## config.mk

```make
export PLATFORM = sky130hd
export DESIGN_NAME = addr_router
export DESIGN_NICKNAME = d
export VERILOG_FILES = /design/src/rtl/addr_router_pkg.sv /design/src/rtl/addr_router_decode.sv /design/src/rtl/addr_router.sv
export SDC_FILE = /design/constraint.sdc
export NUM_CORES = 1
export LEC_CHECK = 0
export BUFFER_PORTS_ARGS = -buffer_cell sky130_fd_sc_hd__buf_2
export CAP_MARGIN = 30
export CORE_ASPECT_RATIO = 0.6
export CORE_MARGIN = 10
export CORE_UTILIZATION = 44
export CTS_CLUSTER_DIAMETER = 100
export CTS_CLUSTER_SIZE = 25
export DETAILED_ROUTE_END_ITERATION = 8
export PLACE_DENSITY = 0.85
export RECOVER_POWER = 25
export SLEW_MARGIN = 20
export SYNTH_ARGS = -nofsm -noshare
export SYNTH_HDL_FRONTEND = slang
export SYNTH_SLANG_ARGS = --single-unit
```

## constraint.sdc

```tcl
create_clock -name CLK -period 2.25 [get_ports CLK]
set_clock_uncertainty 0.05 [all_clocks]
set_input_delay 0.1125 -clock CLK [delete_from_list [all_inputs] [get_ports CLK]]
set_output_delay 0.1125 -clock CLK [all_outputs]
set_load 0.01 [all_outputs]
```

## src/rtl/addr_router_pkg.sv

```systemverilog
// addr_router_pkg: shared FSM states, KSEG prefix and default region map for addr_router
package addr_router_pkg;
  typedef enum logic [1:0] {IDLE, ACCESS, RESP} state_t;
  localparam logic [1:0] KSEG_PREFIX = 2'b10;
  localparam logic [63:0] DEF_REGION_MASK = {32'hFFC00000, 32'hFFC00000};
  localparam logic [63:0] DEF_REGION_FLAG = {32'h80400000, 32'h80000000};
endpackage

```

## src/rtl/addr_router_decode.sv

```systemverilog
// addr_router_decode: combinational virtual-to-physical translate and region match
module addr_router_decode
  import addr_router_pkg::*;
#(
  parameter int NUM_TGT = 3,
  parameter int PADDR_W = 20,
  parameter logic [(NUM_TGT-1)*32-1:0] REGION_MASK = DEF_REGION_MASK,
  parameter logic [(NUM_TGT-1)*32-1:0] REGION_FLAG = DEF_REGION_FLAG
) (
  input  logic [31:0]        vaddr,
  output logic [PADDR_W-1:0] paddr,
  output logic [NUM_TGT-1:0] sel,
  output logic               hit
);
  logic [31:0] taddr;
  assign taddr = (vaddr[31:30] == KSEG_PREFIX) ? {4'h0, vaddr[27:0]} : vaddr;
  assign paddr = taddr[PADDR_W+1:2];
  // Descending scan so the lowest matching index overrides; a miss falls back to the top channel.
  always_comb begin
    sel = '0;
    hit = 1'b0;
    for (int i = NUM_TGT - 2; i >= 0; i--) begin
      if ((vaddr & REGION_MASK[i*32 +: 32]) == REGION_FLAG[i*32 +: 32]) begin
        sel    = '0;
        sel[i] = 1'b1;
        hit    = 1'b1;
      end
    end
    if (!hit) sel[NUM_TGT-1] = 1'b1;
  end
endmodule

```

## src/rtl/addr_router.sv

```systemverilog
// addr_router: one-at-a-time request router with fixed-latency target strobe.
// Define ADDR_ROUTER_ERR_EN to answer unmapped addresses with an error response instead of the top channel.
module addr_router
  import addr_router_pkg::*;
#(
  parameter int NUM_TGT     = 3,
  parameter int PADDR_W     = 20,
  parameter int WAIT_CYCLES = 0,
  parameter logic [(NUM_TGT-1)*32-1:0] REGION_MASK = DEF_REGION_MASK,
  parameter logic [(NUM_TGT-1)*32-1:0] REGION_FLAG = DEF_REGION_FLAG
) (
  input  logic               CLK,
  input  logic               RST,
  input  logic               REQ_VALID,
  output logic               REQ_READY,
  input  logic [31:0]        REQ_VADDR,
  input  logic               REQ_WE,
  output logic [PADDR_W-1:0] PADDR,
  output logic [NUM_TGT-1:0] TGT_SEL,
  output logic               TGT_EN,
  output logic               TGT_WE,
  output logic               RESP_VALID,
  output logic               RESP_ERR
);
`ifdef ADDR_ROUTER_ERR_EN
  localparam bit ERR_EN = 1'b1;
`else
  localparam bit ERR_EN = 1'b0;
`endif
  localparam int CNT_W = (WAIT_CYCLES > 0) ? $clog2(WAIT_CYCLES + 1) : 1;
  state_t state, state_nxt;
  logic [CNT_W-1:0] cnt;
  logic [PADDR_W-1:0] dec_paddr;
  logic [NUM_TGT-1:0] dec_sel;
  logic dec_hit, accept, err_acc, err_q;
  addr_router_decode #(
    .NUM_TGT(NUM_TGT),
    .PADDR_W(PADDR_W),
    .REGION_MASK(REGION_MASK),
    .REGION_FLAG(REGION_FLAG)
  ) u_decode (
    .vaddr(REQ_VADDR),
    .paddr(dec_paddr),
    .sel(dec_sel),
    .hit(dec_hit)
  );
  assign REQ_READY  = (state == IDLE);
  assign accept     = REQ_VALID && REQ_READY;
  assign err_acc    = ERR_EN && !dec_hit;
  assign TGT_EN     = (state == ACCESS);
  assign RESP_VALID = (state == RESP);
  assign RESP_ERR   = ERR_EN && RESP_VALID && err_q;
  always_comb begin
    state_nxt = (state == IDLE)   ? (accept ? (err_acc ? RESP : ACCESS) : IDLE) :
                (state == ACCESS) ? ((cnt == '0) ? RESP : ACCESS) : IDLE;
  end
  always_ff @(posedge CLK) begin
    if (RST) begin
      state   <= IDLE;
      cnt     <= '0;
      PADDR   <= '0;
      TGT_SEL <= '0;
      TGT_WE  <= 1'b0;
      err_q   <= 1'b0;
    end else begin
      state <= state_nxt;
      if (accept) begin
        PADDR   <= dec_paddr;
        TGT_SEL <= err_acc ? '0 : dec_sel;
        TGT_WE  <= REQ_WE;
        cnt     <= CNT_W'(WAIT_CYCLES);
        err_q   <= err_acc;
      end else if (state == ACCESS && cnt != '0) begin
        cnt <= cnt - 1'b1;
      end
    end
  end
endmodule

```

== After elaboration in Yosys (flattened, before gate mapping) ==
Index checks and enable logic that the tools add are counted.

* Add/sub/neg operators: 1
* Equal/unequal tests: 4
* Multiplexer cells: 9
* Reductions and logical operators: 4

{| class="wikitable"
|+ Operators by type and width
! operator !! count
|-
| == test 10 bit, second input constant || 2
|-
| two-way mux 2 bit || 4
|-
| two-way mux 1 bit || 4
|-
| two-way mux 3 bit || 1
|-
| == test 2 x 1 -> 1 bit, second input constant || 1
|-
| == test 2 bit, second input constant || 1
|-
| logical AND 1 bit || 2
|-
| logical NOT 2 bit || 1
|-
| OR reduction 2 bit || 1
|-
| subtractor 1 bit, second input constant || 1
|}

* Register bits after elaboration: 27
* Bits of input ports: 36

== Longest topological paths before layout ==
Gate-level depths: netlist (run 1).

* Depth in word-level cells: 4
* Depth in mapped cells: 5

== By module ==
From an unflattened synthesis (run 1), not the netlist that was laid out.

* Cell total of the unflattened synthesis: 146
* Area, all modules: 1452.6 µm²

{| class="wikitable"
|+ Modules (own cells, without submodules)
! module !! times used !! cells each !! area an instance (µm²) !! sequential area each (µm²)
|-
| addr_router || 1 || 118 || 1234.9 || 540.5
|-
| addr_router_decode || 1 || 28 || 217.7 || 0.0
|}

== Worst setup path after synthesis (run 1) ==
Ideal clock, no wire load.

* Path type: register -> register
* Start point: register state[0]
* End point: register PADDR[10]
* Library setup time: 0.132 ns
* Arrival time: 1.085 ns
* Required time: 2.068 ns
* Setup slack: 0.983 ns
* Stages on the path, launching flop included: 6
* Path buffers: 2
* Cells stage by stage: dfxtp_1 > or3b_1 > buf_6 > buf_8 > nand2_1 > a21oi_1

* Word-level cells in the longest chain between the ends: 2

{| class="wikitable"
|+ Ends and longest elaborated chain
! element !! line !! source
|-
| from (decl) || addr_router.sv:31 || <nowiki>state_t state, state_nxt;</nowiki>
|-
| from (signal assigned) || addr_router.sv:66 || <nowiki>state <= state_nxt;</nowiki>
|-
| logical NOT 2 bit || addr_router.sv:47 || <nowiki>assign REQ_READY = (state == IDLE);</nowiki>
|-
| logical AND 1 bit || addr_router.sv:48 || <nowiki>assign accept = REQ_VALID && REQ_READY;</nowiki>
|-
| to (signal assigned) || addr_router.sv:68 || <nowiki>PADDR <= dec_paddr;</nowiki>
|-
| to (decl) || addr_router.sv:18 || <nowiki>output logic [PADDR_W-1:0] PADDR,</nowiki>
|}

Every way passes these cells.
A chain may end at the register's enable or synchronous reset.

== Worst setup path after layout (run 1) ==
* Start point: register state[1]
* End point: register TGT_SEL[2]

* Word-level cells in the longest chain between the ends: 2

{| class="wikitable"
|+ Ends and longest elaborated chain
! element !! line !! source
|-
| logical NOT 2 bit || addr_router.sv:47 ||
|-
| logical AND 1 bit || addr_router.sv:48 ||
|-
| to (signal assigned) || addr_router.sv:69 || <nowiki>TGT_SEL <= err_acc ? '0 : dec_sel;</nowiki>
|-
| to (decl) || addr_router.sv:19 || <nowiki>output logic [NUM_TGT-1:0] TGT_SEL,</nowiki>
|}

Every way passes these cells.

==> results of run 1 <==
metal layers:
metal / part of all wire (%) / wire length [um] / GRT usage (%) / vias to the layer above
li1: - / - / - / 510
met1: 37 / 1090 / 12.0 / 443
met2: 50 / 1470 / 21.8 / 39
met3: 11 / 329 / 6.25 / 4
met4: 1.2 / 35 / 3.09 / 0
met5: 0 / 0 / 0 / -
cells in the mapped netlist, types with 2 or more instances:
cell type,instances,area share (%)
a21oi_1,22,11
nor2_1,5,1.8
clkbuf_1,3,1.1
buf_4,3,2.2
nand3_2,2,1.9
dfxtp_1,27,52
nor4b_1,2,1.7
buf_6,2,2.2
o21ai_1,2,0.97
nand2_1,43,16
nor2b_1,2,1.2
layout make-up:
cell class	instances	area (sq um)	share of cell area [%]
clock buffers	4	45.0	3.37
well taps	30	37.5	2.81
multi-input cells	86	417	31.2
inverters	1	3.75	0.281
flip-flops and latches	27	541	40.5
repair buffers	61	292	21.8
layout by cell type, fill, tap and decap left out, drive strengths merged:
master / n
buf: 48
nand2: 43
dfxtp: 27
a21oi: 22
clkbuf: 17
nor2: 5
nand3: 3
nor2b: 2
nor4b: 2
o21ai: 2
nor3b: 2
or3b: 1
nor4: 1
a311oi: 1
inv: 1
nand3b: 1
conb: 1
tightest hold or removal path: stages:
cell	delay, ns
buf_2	0.09
nand2_1	0.04
a21oi_1	0.05
power groups by stage:
stage	Combinational [W]	Sequential, W	Clock, W
after floorplan	0.0000778	0.000541	0
after detailed placement	0.000147	0.000530	0
after global routing	0.000160	0.000523	0.000289
after global placement	0.000143	0.000527	0
after CTS	0.000147	0.000519	0.000269
final	0.000141	0.000520	0.000260
logic make-up (layout without fill, tap and decap cells):
logic type | count (synthesis) | after routing | synth area share, %
AOI/OAI and AO/OA | 25 | 25 | 12.5
buffers and inverters | 10 | 66 | 7.27
DFF | 27 | 27 | 52.4
other | 1 | 1 | 0.363
and+or+nand+nor | 60 | 60 | 27.5
path summary, 6_finish.rpt:
path | slack [ns] | endpoint | depth (start not counted) | startpoint
max | 0.64 | TGT_SEL[2]$_SDFFE_PP0P_ | 3 | state[1]$_SDFF_PP0_
min | 0.03 | PADDR[3]$_SDFFE_PP0P_ | 3 | REQ_VADDR[5]
max reg2reg | 0.64 | TGT_SEL[2]$_SDFFE_PP0P_ | 3 | state[1]$_SDFF_PP0_
min reg2reg | 0.41 | PADDR[10]$_SDFFE_PP0P_ | 2 | PADDR[10]$_SDFFE_PP0P_
registers in the layout, summed over array words and instances, names as in the netlist:
register	flops
TGT_WE	1
PADDR	20
TGT_SEL	3
state	2
cnt	1
metrics by stage:
step	utilization, %	instance area, sq um	instances
2_1_floorplan	-	1030	123
3_3_place_gp	59.5	1310	205
3_5_place_dp	59.5	1310	205
4_1_cts	61.5	1350	209
5_1_grt	60.8	1340	209
6_report	60.8	1340	209
==> metrics.yaml, run 1 <==
outcome:
  status: "finished clean"
critical_path:
  path_cells: "or3b_1, nor2_1, a311oi_1"
  arrival_ns: 1.74
  cp.required_ns: 2.38
  critPathTopFamily: "simple AND/OR/NAND/NOR gates"
  critPathKind: "reg2reg"
  crit_path_end_kind: "flop"
  critPathSlowestCell: "or3b_1"
  start_kind: "flop"
  cp_max_fo: 24
  crit_buf_inv: 0
  max_stage_delay_ns: 0.68
routing:
  routedWlPerCell_um: 14.0
  drc: 0
  drtPass1Iterations: 4
  drt-initial-drc-count: 53
  vias: 996
  post_drt_via_cell_ratio: 4.77
  postRouteAntennaNets: 0
  totalWireLength_mm: 2.92
clock_network:
  clock-root-buffer: "clkbuf_8"
  cts_tree: "done"
  worstSkewPairLatency_ns: 0.26
  cts_made_buffers: 3
  htree_levels: 1
  cts_buffer_depth: 2
  clk_pin_slew_ns: 0.08
  cts.sink_count: 27
  postCtsHoldBufs: 0
  cts_resized: 0
  cts_setup_buffers: 0
global_route:
  grt_pass1_wl_mm: 4.53
  grt_usage_pct: 12.1
  first_global_vias: 1003
  grt_max_degree: 28
  antenna_found_initial: 0
  grt-ovfl-total: 0
cells_and_area:
  fillerInstances: 204
  nNetsFinal: 216
  n_antenna_cell: 0
  drive_gt1_share_pct: 30.2
  area_growth_pct: 29.3
floorplanning:
  dieArea_sq_um: 4750
  core_sq_um: 2200
  io_pins: 64
  row_count: 13
  initial_core_util_pct: 47.0
  fp.dieH_um: 57.5
  die_w_um: 82.5
sta:
  rsz0062_at_grt: "false"
  min_period_ns: 1.61
  period_share_pct: 71.4
  worst_pin_slew_ns: 0.808
  tns_ns: 0
  setup_slack_ns: 0.643
  slew_headroom_pct: 46.1
  fmax_mhz: 622
  setup_viol: 0
  fin_hold_ws_ns: 0.0270
  hold_viol: 0
  slew_viol_final: 0
synthesis:
  synth-seq-cells: 27
  ys.flop_type: "dfxtp_1"
  ys_types: 21
  synth_edf_count: 0
  yosysSeqAreaShare_pct: 52.4
  syn_inst: 123
  syn_avg_cell_area_sq_um: 8.39
  async_flop_share_pct: 0
  syn_nets: 159
  syn_area_sq_um: 1030
  yosysWarningCount: 0
power:
  power.share.clock_pct: 28.2
  p_leak_nw: 0.593
  ir_drop_mv: 0.393
  p_int_w: 0.000690
  p_sw_w: 0.000231
  power_density_nw_per_um2: 690
  p_comb_share_pct: 15.3
  seq_power_share_pct: 56.4
  switching_share_pct: 25.1
  finalPower_w: 0.000921
place:
  io_buffers: 60
  gp_routability_congestion: 0.706
  place_ws_ns: 0.615
  place_hpwl_mm: 2.34
job:
  drv_cap: 0
min_path:
  hold_class: "in2reg"
(Power assumes the default switching activity.)
==> inputs of run 2 (changes only) <==
--- a/config.mk
+++ b/config.mk
@@ -5,15 +5,16 @@
 export SDC_FILE = /design/constraint.sdc
 export NUM_CORES = 1
 export LEC_CHECK = 0
+export ABC_AREA = 1
 export BUFFER_PORTS_ARGS = -buffer_cell sky130_fd_sc_hd__buf_2
 export CAP_MARGIN = 30
 export CORE_ASPECT_RATIO = 0.6
 export CORE_MARGIN = 10
-export CORE_UTILIZATION = 44
+export CORE_UTILIZATION = 41
 export CTS_CLUSTER_DIAMETER = 100
 export CTS_CLUSTER_SIZE = 25
 export DETAILED_ROUTE_END_ITERATION = 8
-export PLACE_DENSITY = 0.85
+export PLACE_DENSITY = 0.8
 export RECOVER_POWER = 25
 export SLEW_MARGIN = 20
 export SYNTH_ARGS = -nofsm -noshare
==> constraint.sdc (replaced) <==
create_clock -name CLK -period 1.6 [get_ports CLK]
set_clock_uncertainty 0.05 [all_clocks]
set_input_delay 0.08 -clock CLK [delete_from_list [all_inputs] [get_ports CLK]]
set_output_delay 0.08 -clock CLK [all_outputs]
set_load 0.01 [all_outputs]
==> run 2 against run 1 <==
Compared with the run above: count of clock-buffer cells in the layout shrank 1; register-to-register slack lost 0.36 ns; sequential cell count unchanged; wire length up 1.4%; utilization shrank 0.47 points; largest power group unchanged.
==> metrics.yaml, run 2 <==
clock_network:
  cts_tree: "done"
  cts_made_buffers: 3  # unchanged
  cts_buffer_depth: 2  # unchanged
  htree_levels: 1  # unchanged
  clock-root-buffer: "clkbuf_8"
  cts.sink_count: 27  # unchanged
  cts_setup_buffers: 0  # unchanged
  cts_resized: 0  # unchanged
  worstSkewPairLatency_ns: 0.26  # about the same
  clk_pin_slew_ns: 0.09  # about the same
routing:
  vias: 1014  # +1.8%
  drt-initial-drc-count: 58  # +9.4%
  totalWireLength_mm: 2.97  # +1.4%
  post_drt_via_cell_ratio: 4.57  # -4.2%
  drtPass1Iterations: 4  # unchanged
  postRouteAntennaNets: 0  # unchanged
  drc: 0  # unchanged
  routedWlPerCell_um: 13.4  # -4.5%
critical_path:
  max_stage_delay_ns: 0.53  # -0.15 ns
  crit_buf_inv: 3  # +3
  rr_worst_depth: 5  # +2
  start_kind: "input port"
  crit_start: "RST"
  crit_end: "TGT_SEL[2]$_SDFFE_PP0P_"
  arrival_ns: 1.52  # -0.22 ns
  path_cells: "dlygate4sd3_1, buf_2, inv_1, o21ai_0, a21oi_1"
  r2r-start: "state[0]$_SDFF_PP0_"
  cp_max_fo: 22  # -8.3%
  critPathSlowestCell: "dlygate4sd3_1"
  cp.required_ns: 1.75  # -0.63 ns
  critPathKind: "in2reg"
  critPathTopFamily: "buffers and inverters"
  r2r_setup_slack_ns: 0.28  # -0.36 ns
  r2r-end: "TGT_SEL[2]$_SDFFE_PP0P_"
  crit_path_end_kind: "flop"
  cp.depth: 5  # +2
floorplanning:
  core_sq_um: 2280  # +3.7%
  die_w_um: 84.6  # +2.5%
  io_pins: 64  # unchanged
  dieArea_sq_um: 4970  # +4.7%
  row_count: 13  # unchanged
  initial_core_util_pct: 45.1  # -2.0 points
  fp.dieH_um: 58.8  # +2.1%
global_route:
  grt_pass1_wl_mm: 4.57  # +0.75%
  grt_max_degree: 27  # -3.6%
  first_global_vias: 1000  # -0.30%
  grt-ovfl-total: 0  # unchanged
  antenna_found_initial: 0  # unchanged
  grt_usage_pct: 11.0  # -1.1 points
synthesis:
  yosys.area.top_type_share_pct: 52.7  # +0.32 points
  yosysWarningCount: 0  # unchanged
  synth_edf_count: 0  # unchanged
  syn_inst: 131  # +6.5%
  ys_types: 17  # -19%
  ys.flop_type: "dfxtp_1"
  yosysSeqAreaShare_pct: 52.7  # +0.32 points
  synth-seq-cells: 27  # unchanged
  syn_nets: 167  # +5.0%
  yosysMostFrequentCell: "nor2_1"
  synth_top_cells_by_count: "52 x nor2_1, 27 x dfxtp_1, 18 x o21ai_0, 7 x nand2_1"
  async_flop_share_pct: 0  # unchanged
  synth_top_cell_by_area: "dfxtp_1"
  synthTopCellsByArea: "dfxtp_1 53%, nor2_1 19%, o21ai_0 8.8%"
  syn_avg_cell_area_sq_um: 7.83  # -6.7%
  syn_area_sq_um: 1030  # -0.61%
sta:
  slew_viol_final: 0  # unchanged
  hold_viol: 0  # unchanged
  setup_viol: 0  # unchanged
  period_share_pct: 85.5
  min_period_ns: 1.37
  tns_ns: 0  # unchanged
  slew_headroom_pct: 62.8  # +17 points
  rsz0062_at_grt: "false"
  worst_pin_slew_ns: 0.558  # -0.250 ns
  fmax_mhz: 731
job:
  drv_cap: 0  # unchanged
outcome:
  status: "finished clean"
cells_and_area:
  top_register: "PADDR"
  final_common_cell: "nor2_1"
  fin_util_pct: 60.3  # -0.47 points
  area_growth_pct: 33.9
  nNetsFinal: 229  # +6.0%
  drive_gt1_share_pct: 28.6  # -1.5 points
  n_antenna_cell: 0  # unchanged
  reg_top3: "PADDR x20, TGT_SEL x3, state x2"
  largest_reg_flops: 20  # unchanged
  final_cell_mix: "52 x nor2_1, 47 x buf_2, 27 x dfxtp_1"
power:
  power.share.clock_pct: 27.5  # -0.7 points
  p_int_w: 0.000999  # +45%
  ir_drop_mv: 0.655  # +67%
  seq_power_share_pct: 54.5  # -1.9 points
  power_density_nw_per_um2: 1000  # +45%
  switching_share_pct: 27.3  # +2.1 points
  p_comb_share_pct: 18.0  # +2.7 points
  p_sw_w: 0.000375  # +62%
  p_leak_nw: 0.649  # +9.4%
min_path:
  hold_class: "in2reg"
  min_from: "REQ_VADDR[21]"
place:
  io_buffers: 60  # unchanged
  gp_routability_congestion: 0.764  # +8.2%
  place_hpwl_mm: 2.23  # -4.7%
-- run 2: cell count changes after synthesis, moves of 3 or more --
cell,before,now
a21oi_1,22,4
inv_1,1,4
nand2_1,43,7
nor2_1,5,52
o21ai_0,0,18
-- run 2: routing by layer --
metal / vias to the layer above / routed length, um / share of wire [%] / GRT usage (%)
li1: 538 / - / - / -
met1: 425 / 1280 / 43 / 11.6
met2: 51 / 1290 / 44 / 18.3
met3: 0 / 387 / 13 / 7.97
met4: 0 / 0 / 0 / 1.17
met5: - / 0 / 0 / 0
-- run 2: cells by family after synthesis --
kind of cell	count (synthesis)	share of synthesized area, %
AND/OR/NAND/NOR	65	26.3
AO/OA/AOI/OAI	26	12.7
buffers and inverters	12	7.93
other	1	0.366
flip-flops	27	52.7
-- run 2: power by group through the flow --
stage / Clock, W / Sequential, W / Combinational, W
after detailed placement: 0 / 0.000764 / 0.000249
after floorplan: 0 / 0.000789 / 0.000124
final: 0.000377 / 0.000749 / 0.000248
after global routing: 0.000417 / 0.000755 / 0.000281
after CTS: 0.000397 / 0.000748 / 0.000258
after global placement: 0 / 0.000761 / 0.000241
-- run 2: worst reg2reg max path, stage by stage, from the launching register on --
cell and delay, ns:
dfxtp_1 0.35, nor2_4 0.14, nand2_4 0.17, inv_4 0.28, o21ai_0 0.12, a21oi_1 0.15
-- run 2: what timing repair did --
| action | CTS | global route |
|---|---|---|
| hold endpoints to repair | 8 | 0 |
| hold buffers | 4 | 0 |
| setup endpoints to repair | 0 | 0 |
-- run 2: area by class of cell --
type	instances	area (sq um)
sequential	27	541
fill	229	903
tap	30	37.5
multi-input combinational	92	404
inverter	5	21.3
clock inverter	1	5.00
timing repair buffer	64	324
clock buffer	3	41.3
-- run 2: worst min path at each step --
stage	depth (start not counted)	slack [ns]	end
floorplan	1	0.1	TGT_SEL[0]$_SDFFE_PP0P_
global placement	3	0.27	PADDR[7]$_SDFFE_PP0P_
detailed placement	3	0.28	PADDR[5]$_SDFFE_PP0P_
CTS	3	0.005	PADDR[19]$_SDFFE_PP0P_
global route	3	0.01	PADDR[19]$_SDFFE_PP0P_
finish	3	0.01	PADDR[19]$_SDFFE_PP0P_
-- run 2: per-stage QoR --
stage / worst slack (ns) / power (W) / hold slack [ns] / area (sq um) / std cells
after floorplan: 0.543 / 0.000913 / 0.0991 / 1030 / 131
after global placement: 0.365 / 0.00100 / 0.269 / 1300 / 214
after detailed placement: 0.307 / 0.00101 / 0.276 / 1300 / 214
after CTS: 0.230 / 0.00140 / 0.00499 / 1390 / 222
after global routing: 0.124 / 0.00145 / 0.0138 / 1370 / 222
final: 0.232 / 0.00137 / 0.0121 / 1370 / 222
==> inputs of run 3 (changes only) <==
--- a/config.mk
+++ b/config.mk
@@ -5,7 +5,6 @@
 export SDC_FILE = /design/constraint.sdc
 export NUM_CORES = 1
 export LEC_CHECK = 0
-export ABC_AREA = 1
 export BUFFER_PORTS_ARGS = -buffer_cell sky130_fd_sc_hd__buf_2
 export CAP_MARGIN = 30
 export CORE_ASPECT_RATIO = 0.6
==> run 3 against run 2 <==
Compared with the run above: sequential power is 3% lower; clock power shrank 2%; die area is 0.43% higher; cell count up 0.45%; cell area up 6.9%; count of clock-buffer cells in the layout unchanged; utilization increased by 4.2 points; worst hold slack lost 0.0064 ns; sequential share of layout area shrank 2.5 points; non-clock buffer count grew 11; first-iteration DRC count up 28%; critical path type is now reg2reg; largest cell class unchanged.
==> metrics.yaml, run 3 (synthesis gave the netlist of run 1 again) <==
critical_path:
  critPathKind: "reg2reg"
  r2r-start: "state[0]$_SDFF_PP0_"
  r2r-end: "PADDR[6]$_SDFFE_PP0P_"
  arrival_ns: 1.52  # about the same
  crit_path_end_kind: "flop"
  r2r_setup_slack_ns: 0.22  # -0.06 ns
  crit_start: "state[0]$_SDFF_PP0_"
  start_kind: "flop"
  rr_worst_depth: 4  # -1
  cp.required_ns: 1.74  # about the same
  crit_end: "PADDR[6]$_SDFFE_PP0P_"
  cp_max_fo: 10  # -55%
clock_network:
  htree_levels: 1  # unchanged
  cts_setup_buffers: 0  # unchanged
  cts_buffer_depth: 2  # unchanged
  cts_made_buffers: 3  # unchanged
  clk_pin_slew_ns: 0.08  # about the same
  worstSkewPairLatency_ns: 0.26  # about the same
  cts.sink_count: 27  # unchanged
  clock-root-buffer: "clkbuf_8"
  cts_tree: "done"
sta:
  hold_viol: 0  # unchanged
  tns_ns: 0  # unchanged
  setup_viol: 0  # unchanged
  fin_hold_ws_ns: 0.00570  # -0.00641 ns
  slew_viol_final: 0  # unchanged
  period_share_pct: 86.2  # +0.76 points
  fmax_mhz: 725  # -0.88%
  rsz0062_at_grt: "false"
  min_period_ns: 1.38  # +0.0121 ns
power:
  ir_drop_mv: 0.566  # -14%
  p_comb_share_pct: 17.6  # -0.4 points
  p_int_w: 0.000991  # -0.82%
  switching_share_pct: 25.7  # -1.5 points
  p_leak_nw: 0.657  # +1.1%
  seq_power_share_pct: 54.7  # +0.2 points
  power_density_nw_per_um2: 909  # -9.2%
  power.share.clock_pct: 27.7  # +0.2 points
  finalPower_w: 0.00133  # -2.9%
  p_sw_w: 0.000343  # -8.4%
routing:
  post_drt_via_cell_ratio: 4.77  # +4.4%
  vias: 1063  # +4.8%
  postRouteAntennaNets: 0  # unchanged
  drtPass1Iterations: 4  # unchanged
  routedWlPerCell_um: 14.7  # +10%
  drc: 0  # unchanged
  drt-initial-drc-count: 74  # +28%
  totalWireLength_mm: 3.28  # +11%
place:
  dp.cells: 208  # -2.8%
  place_hpwl_mm: 2.50  # +12%
  io_buffers: 60  # unchanged
  gp_routability_congestion: 0.783  # +2.5%
floorplanning:
  core_sq_um: 2280  # unchanged
  io_pins: 64  # unchanged
  dieArea_sq_um: 4990  # +0.43%
  row_count: 13  # unchanged
  die_w_um: 84.8  # +0.23%
  fp.dieH_um: 58.9  # +0.20%
  initial_core_util_pct: 45.3  # +0.27 points
cells_and_area:
  area_growth_pct: 42.3
  stdcell_count: 223  # +0.45%
  drive_gt1_share_pct: 30.1  # +1.4 points
  final_common_cell: "buf_2"
  n_antenna_cell: 0  # unchanged
  multi_input_area_sq_um: 417  # +3.1%
  ff_latch_area_sq_um: 541  # unchanged
  final_cell_mix: "47 x buf_2, 43 x nand2_1, 27 x dfxtp_1"
  fillerInstances: 205  # -10%
  reg_top3: "PADDR x20, TGT_SEL x3, state x2"
  nNetsFinal: 230  # +0.44%
  top_register: "PADDR"
  largest_reg_flops: 20  # unchanged
  fin_util_pct: 64.5  # +4.2 points
global_route:
  grt_max_degree: 28  # +3.7%
  antenna_found_initial: 0  # unchanged
  grt_pass1_wl_mm: 5.33  # +17%
  grt_usage_pct: 12.9  # +1.9 points
  first_global_vias: 1172  # +17%
  grt-ovfl-total: 0  # unchanged
job:
  drv_cap: 0  # unchanged
min_path:
  hold_class: "in2reg"
outcome:
  status: "finished clean"
-- run 3: cell count changes in the layout (fill, tap and decap cells not counted), sizes merged, moves of 2 or more --
cell / delta
nand2: +35
nor3b: +2
buf: +4
dlygate4sd3: +7
nor2: -48
o21ai: -20
nor2b: +2
a21oi: +18
inv: -4
nor4b: +2
-- run 3: worst max-delay path, cell delays in order, from the launching register on --
cell and delay (ns):
dfxtp_1 0.36, nor3b_4 0.42, buf_4 0.25, nand2_1 0.06, a21oi_1 0.15
-- run 3: what timing repair did --
item / CTS / global route
hold endpoints to repair: 11 / 0
hold buffers: 11 / 0
resized for setup: 0 / 0
-- run 3: layout make-up --
class / count / area share, %
multi-input combinational: 86 / 28.4
clock buffer: 3 / 2.81
clock inverter: 1 / 0.341
timing repair buffer: 75 / 28.9
tap: 30 / 2.56
inverter: 1 / 0.256
sequential: 27 / 36.8
-- run 3: power groups by stage --
stage | sequential, W | clock [W] | combinational, W
floorplan | 0.000761 | 0 | 0.000109
global placement | 0.000742 | 0 | 0.000210
detailed placement | 0.000744 | 0 | 0.000221
CTS | 0.000728 | 0.000390 | 0.000242
global route | 0.000735 | 0.000404 | 0.000262
finish | 0.000730 | 0.000370 | 0.000235
-- run 3: worst min-delay path by stage --
stage / startpoint / end / slack [ns] / cells after the start
after floorplan: REQ_VADDR[2] / PADDR[0]$_SDFFE_PP0P_ / 0.17 / 2
after global placement: REQ_VADDR[11] / PADDR[9]$_SDFFE_PP0P_ / 0.27 / 3
after detailed placement: REQ_VADDR[18] / PADDR[16]$_SDFFE_PP0P_ / 0.28 / 3
after CTS: REQ_VADDR[8] / PADDR[6]$_SDFFE_PP0P_ / 0.0003 / 3
after global routing: REQ_VADDR[7] / PADDR[5]$_SDFFE_PP0P_ / 0.007 / 3
final: REQ_WE / TGT_WE$_SDFFE_PP0P_ / 0.006 / 3
-- run 3: metal layers --
layer  share of wire [%]  GRT usage, %  vias to the layer above
met5                   0             0                        -
met1                  38          11.8                      478
li1                    -             -                      538
met3                 6.7          5.36                       10
met2                  53          25.5                       37
met4                 2.3          4.44                        0
-- run 3: per-stage QoR --
stage	area, sq um	setup WS (ns)
5_1_grt	1470	0.110
2_1_floorplan	1030	0.333
3_5_place_dp	1330	0.236
3_3_place_gp	1330	0.306
6_report	1470	0.220
4_1_cts	1490	0.222
